===== config.mk =====
export PLATFORM = sky130hd
export DESIGN_NAME = risc16_regfile_debug_port
export DESIGN_NICKNAME = d
export VERILOG_FILES = /design/src/rtl/risc16_regfile_debug_port.sv
export SDC_FILE = /design/constraint.sdc
export NUM_CORES = 1
export LEC_CHECK = 0
export ABC_CLOCK_PERIOD_IN_PS = 1450
export CORE_ASPECT_RATIO = 1.4
export CORE_MARGIN = 8
export CORE_UTILIZATION = 39
export CTS_BUF_LIST = sky130_fd_sc_hd__clkbuf_4
export CTS_CLUSTER_SIZE = 20
export DETAILED_ROUTE_END_ITERATION = 8
export HOLD_SLACK_MARGIN = 0.05
export PLACE_DENSITY = 0.78
export SYNTH_ARGS = -nofsm -noshare
export SYNTH_HDL_FRONTEND = slang
export SYNTH_SLANG_ARGS = --single-unit

===== constraint.sdc =====
create_clock -name clk -period 1.45 [get_ports clk]
set_clock_uncertainty 0.15 [all_clocks]
set_input_delay 0.2175 -clock clk [delete_from_list [all_inputs] [get_ports clk]]
set_output_delay 0.2175 -clock clk [all_outputs]
set_load 0.005 [all_outputs]

===== src/rtl/risc16_regfile_debug_port.sv =====
// -----------------------------------------------------------------------------
// risc16_regfile_debug_port
//
// Debug/test initiator for the RiSC16 register file.
//   Dump: reads a range of registers through the read port (rf_addr/rf_data)
//         and streams them out on the dp_* valid/ready channel.
//   Load: takes words from the ld_* valid/ready channel and writes them through
//         the target port (rf_addrT/rf_trgt/rf_wen).
//   cpu_hold is high whenever a command is in flight; the top level muxes the
//   rf_* outputs onto the register file while it is high.
//
// Ports
//   clk, rst                  clock, synchronous active-high reset
//   cmd_valid/ready/op/start/count   command channel (op 0 = dump, 1 = load)
//   ld_valid/ready/data       load word channel (consumed in L_WAIT)
//   dp_valid/ready/data/addr/last    dump word channel
//   rf_addr, rf_data          register file read port (combinational read)
//   rf_addrT, rf_trgt, rf_wen register file write port
//   cpu_hold                  core hold, high in every state except IDLE
//   done                      one-cycle pulse when a command completes
// -----------------------------------------------------------------------------
module risc16_regfile_debug_port #(
  parameter int WORD_LENGTH  = 16,
  parameter int REG_ADDR_LEN = 3,
  parameter int REG_NUM      = 8
) (
  input  logic                    clk,
  input  logic                    rst,
  input  logic                    cmd_valid,
  output logic                    cmd_ready,
  input  logic                    cmd_op,
  input  logic [REG_ADDR_LEN-1:0] cmd_start,
  input  logic [REG_ADDR_LEN:0]   cmd_count,
  input  logic                    ld_valid,
  output logic                    ld_ready,
  input  logic [WORD_LENGTH-1:0]  ld_data,
  output logic                    dp_valid,
  input  logic                    dp_ready,
  output logic [WORD_LENGTH-1:0]  dp_data,
  output logic [REG_ADDR_LEN-1:0] dp_addr,
  output logic                    dp_last,
  output logic [REG_ADDR_LEN-1:0] rf_addr,
  input  logic [WORD_LENGTH-1:0]  rf_data,
  output logic [REG_ADDR_LEN-1:0] rf_addrT,
  output logic [WORD_LENGTH-1:0]  rf_trgt,
  output logic                    rf_wen,
  output logic                    cpu_hold,
  output logic                    done
);

  localparam logic [REG_ADDR_LEN:0]   REM_MAX   = (REG_ADDR_LEN+1)'(REG_NUM);
  localparam logic [REG_ADDR_LEN:0]   REM_ONE   = (REG_ADDR_LEN+1)'(1);
  localparam logic [REG_ADDR_LEN-1:0] LAST_ADDR = REG_ADDR_LEN'(REG_NUM - 1);

  typedef enum logic [2:0] {
    IDLE    = 3'd0,
    D_FETCH = 3'd1,
    D_SEND  = 3'd2,
    L_WAIT  = 3'd3,
    L_WRITE = 3'd4,
    DONE    = 3'd5
  } state_t;

  state_t                  state, state_nxt;
  logic [REG_ADDR_LEN-1:0] cur;
  logic [REG_ADDR_LEN:0]   rem;

  // A command never touches more registers than the file holds.
  function automatic logic [REG_ADDR_LEN:0] clamp_count(input logic [REG_ADDR_LEN:0] c);
    return (c > REM_MAX) ? REM_MAX : c;
  endfunction

  // Address increment wrapping REG_NUM-1 -> 0 (REG_NUM need not be a power of two).
  function automatic logic [REG_ADDR_LEN-1:0] next_addr(input logic [REG_ADDR_LEN-1:0] a);
    return (a == LAST_ADDR) ? '0 : a + 1'b1;
  endfunction

  // The read port always points at the current register; it only matters in D_FETCH.
  assign rf_addr = cur;

  always_comb begin
    state_nxt = state;
    cmd_ready = 1'b0;
    ld_ready  = 1'b0;
    rf_wen    = 1'b0;
    done      = 1'b0;
    cpu_hold  = 1'b1;
    case (state)
      IDLE: begin
        cmd_ready = 1'b1;
        cpu_hold  = 1'b0;
        if (cmd_valid) begin
          if (cmd_count == '0)  state_nxt = DONE;
          else if (cmd_op)      state_nxt = L_WAIT;
          else                  state_nxt = D_FETCH;
        end
      end
      D_FETCH: state_nxt = D_SEND;
      D_SEND: begin
        if (dp_ready) state_nxt = (rem == REM_ONE) ? DONE : D_FETCH;
      end
      L_WAIT: begin
        ld_ready = 1'b1;
        if (ld_valid) state_nxt = L_WRITE;
      end
      L_WRITE: begin
        // r0 is hardwired zero: the word is consumed but never written.
        rf_wen    = (rf_addrT != '0);
        state_nxt = (rem == REM_ONE) ? DONE : L_WAIT;
      end
      DONE: begin
        done      = 1'b1;
        state_nxt = IDLE;
      end
      default: state_nxt = IDLE;
    endcase
  end

  always_ff @(posedge clk) begin
    if (rst) begin
      state    <= IDLE;
      cur      <= '0;
      rem      <= '0;
      dp_valid <= 1'b0;
      dp_data  <= '0;
      dp_addr  <= '0;
      dp_last  <= 1'b0;
      rf_addrT <= '0;
      rf_trgt  <= '0;
    end else begin
      state <= state_nxt;
      case (state)
        IDLE: begin
          if (cmd_valid) begin
            cur <= cmd_start;
            rem <= clamp_count(cmd_count);
          end
        end
        D_FETCH: begin
          dp_data  <= rf_data;
          dp_addr  <= cur;
          dp_last  <= (rem == REM_ONE);
          dp_valid <= 1'b1;
        end
        D_SEND: begin
          if (dp_ready) begin
            dp_valid <= 1'b0;
            rem      <= rem - 1'b1;
            cur      <= next_addr(cur);
          end
        end
        L_WAIT: begin
          if (ld_valid) begin
            rf_addrT <= cur;
            rf_trgt  <= ld_data;
          end
        end
        L_WRITE: begin
          rem <= rem - 1'b1;
          cur <= next_addr(cur);
        end
        default: ;
      endcase
    end
  end

endmodule

==> results.txt <==
----------------------------------------------------
[Layout]
  Number of filler instances in the final layout ... between 300 and 400
  Post-route standard cell area excluding fillers ... 0.00430 mm^2
  Fraction of final layout cells sized beyond drive strength 1 ... 0.563
  Area delta synth->final ... 99.0%
  Total Nets Final ... 458

[Logic synthesis]
  Synth warn ... 0
  Flop and latch count out of synthesis ... 50
  Post-Syn Area ... 0.00216 mm^2
  Share of the yosys chip area belonging to registers ... 0.463
  Average cell area after synthesis ... around 8 um^2
  Yosys top cell by area ... sky130_fd_sc_hd__dfxtp_1
  Largest cells by area after synthesis ... sky130_fd_sc_hd__dfxtp_1, sky130_fd_sc_hd__nand2_1, sky130_fd_sc_hd__a21oi_1, sky130_fd_sc_hd__nor2_1, sky130_fd_sc_hd__ha_1
  Distinct cell type count after synthesis ... 39
  Number of standard cells after synthesis ... approximately 260
  Net count after synthesis ... between 300 and 400
  Fraction of synthesized cell area taken by the top area cell type ... 0.463

[Placement]
  Instance area after placement ... 0.00342 mm^2
  HPWL reported at the end of detailed placement ... 4900 um
  Final weighted congestion of routability-driven global placement ... slightly below 0.8
  Total of buffers placed on input and output ports ... 92

[STA]
  Part of the cycle the worst path needs ... 1.17
  Highest achievable clock rate ... around 590 MHz
  RSZ-0062 raised after global routing ... yes
  Count of final setup violators ... 54
  Worst max-slew margin expressed relative to the limit ... 0.717
  Final-report max-slew violation count ... 0
  Final hold vios ... 0
  Worst-margin pin slew ... ~0.42 ns
  Summed negative setup slack over all endpoints ... -5.50 ns
  Final hold slack ... 0.0918 ns
  Smallest setup slack after layout ... -0.244 ns
  Clock period minus worst slack ... 1.69 ns

[Routing]
  First-pass iteration count of the detailed router ... 4
  Detailed-route wire length per cell ... 18.7 um
  1st-iter DRT viols ... around 110
  Routed Antenna Nets ... 0
  Post-detailed-routing wire length ... 8980 um
  Count of vias placed by the detailed router ... about 2500
  DRC violation count after routing ... 0
  Via/cell ratio ... 5.22

[Worst setup path]
  Crit path launch ... state[2]
  Category of the worst setup path launch point ... register
  Beginning of the worst register-to-register path ... state[2]
  Type of destination of the critical path ... output pin
  Data required time of the worst path ... around 1.1 ns
  Arrival time at the worst endpoint ... 1.33 ns
  Path type of the worst setup path ... reg -> out
  Crit-path max FO ... 4

[Hold path]
  Hold Crit Class ... in -> reg
  Worst Min Path Start ... rst

[CTS]
  TritonCTS Buffers ... 5
  Insertion delay of the later-clocked pin in the worst-skew pair ... approximately 0.4 ns
  Hold-fix buffer count after cts ... 0
  Root Driver ... sky130_fd_sc_hd__clkbuf_4
  Clock tree from TritonCTS ... yes
  Number of levels in the clock H-tree ... 2
  Clock sink count ... 50
  Worst-path clk slew ... 0.16 ns
  Maximum root-to-sink buffer count ... 2

[Status]
  Violations in the final reports ... negative setup slack
  Run status ... finished with violations

[Pwr]
  Static Leak ... ~2.0 nW
  IR drop worst, VDD ... roughly 0.00075 V
  Power density relative to cell area ... about 970 mW/mm^2

[Floorplanning]
  Ports placed on the boundary ... 93
  Vertical die dimension ... between 100 and 150 um
  DIE AREA ... 0.00822 mm^2
  Initial Util ... 0.397
  Core Area ... between 0.005 and 0.006 mm^2
  Die Span X ... 78.9 um
  Std-Cell Rows ... 32

[Global route]
  Via count of the first global-routing pass ... roughly 2600
  Wire length of the first global-routing pass ... 12700 um
  Global route overflow ... 0
  Maximum number of pins on one net before global-route repair ... 31
  Combined global-route utilization of all metal layers ... 0.192
  Initial antenna violation count ... 1

[Job]
  Count of max-cap constraint violations ... 0

----------------------------------------------------
-- repair_timing --
action                                 CTS  global route
setup endpoints to repair               97            58
gates cloned                             4             1
setup buffers                           17            14
pin swaps                               26            49
resized for setup                      185            92
endpoints found under the hold margin    0             0
-- worst max-delay path, stage by stage, from the launching register on --
cell	delay [ns]
sky130_fd_sc_hd__dfxtp_4	0.39
sky130_fd_sc_hd__buf_6	0.11
sky130_fd_sc_hd__nand2b_4	0.09
sky130_fd_sc_hd__nor3_4	0.19
sky130_fd_sc_hd__buf_2	0.15
-- power by group --
group / leakage (nW) / internal, mW / switching, mW / total (mW)
Combinational: 1.51 / 0.894 / 0.788 / 1.68
Clock: 0.0433 / 0.375 / 0.512 / 0.887
Sequential: 0.429 / 1.50 / 0.0929 / 1.59
-- layout make-up --
class / instances / area [um^2] / area share
multi-input cells: 187 / 1520 / 0.352
repair buffers: 156 / 1500 / 0.349
flip-flops and latches: 50 / 1070 / 0.249
well taps: 68 / 85.1 / 0.0198
clock inverters: 3 / 48.8 / 0.0113
inverters: 9 / 38.8 / 0.00901
clock buffers: 5 / 37.5 / 0.00872
diodes: 1 / 2.50 / 0.000581
-- placed cells by master, fill, tap and decap left out, drive strengths merged --
cell type / instances
clkdlybuf4s50: 43
a211oi: 3
nand4bb: 1
o2bb2a: 1
nor3b: 1
bufinv: 1
nand2: 80
dlygate4sd2: 39
clkbuf: 7
clkinvlp: 1
a21boi: 1
or4: 1
a211o: 2
diode: 1
dfxtp: 50
a311oi: 2
a21oi: 43
o21ai: 2
nand2b: 6
nor3: 6
a31o: 1
nand3b: 2
o32ai: 2
mux2: 1
o32a: 1
or3b: 1
inv: 10
mux2i: 5
nand3: 2
buf: 72
o21bai: 1
or3: 1
a31oi: 1
ha: 4
o22ai: 1
nor2: 15
-- flip-flops by register name (all words and copies together), names as in the netlist --
| name | count |
|---|---|
| dp_valid | 1 |
| rf_addr | 3 |
| state | 3 |
| dp_last | 1 |
| rf_trgt | 16 |
| dp_addr | 3 |
| rem | 4 |
| rf_addrT | 3 |
| dp_data | 16 |
-- layer usage --
metal  track usage  wire, um  up-vias  share of wire
met3        0.0597       560       25          0.062
li1              -         -     1172              -
met1         0.190      3240     1214           0.36
met4        0.0984       366        0          0.041
met5             0         0        -              0
met2         0.345      4810       88           0.54
-- logic make-up after synthesis --
group | share of synthesized area
flip-flops | 0.463
buffers and inverters | 0.0601
AND/OR/NAND/NOR | 0.248
adder cells (fa/ha/maj) | 0.0231
multiplexers | 0.0283
AO/OA/AOI/OAI | 0.178
-- stage by stage --
step	cells	setup WS, ns	power [mW]	util
2_1_floorplan	263	-0.0225	2.13	-
3_3_place_gp	439	-0.409	2.69	0.628
3_5_place_dp	439	-0.452	2.72	0.628
4_1_cts	468	-0.195	3.86	0.736
5_1_grt	479	-0.290	4.35	0.790
6_report	479	-0.244	4.16	0.790
-- worst paths after layout --
path | to | slack [ns] | cells after the start
max | rf_wen | -0.24 | 4
min | dp_data[7] | 0.09 | 2
min reg2reg | dp_data[15] | 0.31 | 2
max reg2reg | rem[1] | -0.21 | 6
-- cells in the mapped netlist --
cell type                   count
sky130_fd_sc_hd__nand2_1       79
sky130_fd_sc_hd__dfxtp_1       50
sky130_fd_sc_hd__a21oi_1       41
sky130_fd_sc_hd__nor2_1        14
sky130_fd_sc_hd__inv_1          8
sky130_fd_sc_hd__clkbuf_1       7
sky130_fd_sc_hd__nand2b_1       6
sky130_fd_sc_hd__buf_2          5
sky130_fd_sc_hd__mux2i_1        5
sky130_fd_sc_hd__ha_1           4
sky130_fd_sc_hd__nor3_1         4
sky130_fd_sc_hd__a211oi_2       3
sky130_fd_sc_hd__buf_4          3
sky130_fd_sc_hd__a211o_1        2
sky130_fd_sc_hd__a21oi_2        2
sky130_fd_sc_hd__buf_6          2
sky130_fd_sc_hd__nand3_1        2
sky130_fd_sc_hd__nand3b_4       2
sky130_fd_sc_hd__nor3_2         2
sky130_fd_sc_hd__o21ai_0        2
sky130_fd_sc_hd__o32ai_1        2
sky130_fd_sc_hd__a21boi_0       1
sky130_fd_sc_hd__a311oi_1       1
sky130_fd_sc_hd__a311oi_2       1
sky130_fd_sc_hd__a31o_2         1
sky130_fd_sc_hd__a31oi_1        1
sky130_fd_sc_hd__inv_2          1
sky130_fd_sc_hd__mux2_2         1
sky130_fd_sc_hd__nand2_2        1
sky130_fd_sc_hd__nand4bb_1      1
sky130_fd_sc_hd__nor2_4         1
sky130_fd_sc_hd__nor3b_1        1
sky130_fd_sc_hd__o21bai_1       1
sky130_fd_sc_hd__o22ai_1        1
sky130_fd_sc_hd__o2bb2a_1       1
sky130_fd_sc_hd__o32a_1         1
sky130_fd_sc_hd__or3_1          1
sky130_fd_sc_hd__or3b_1         1
sky130_fd_sc_hd__or4_1          1
No activity file was read; power rests on OpenSTA's default activity.
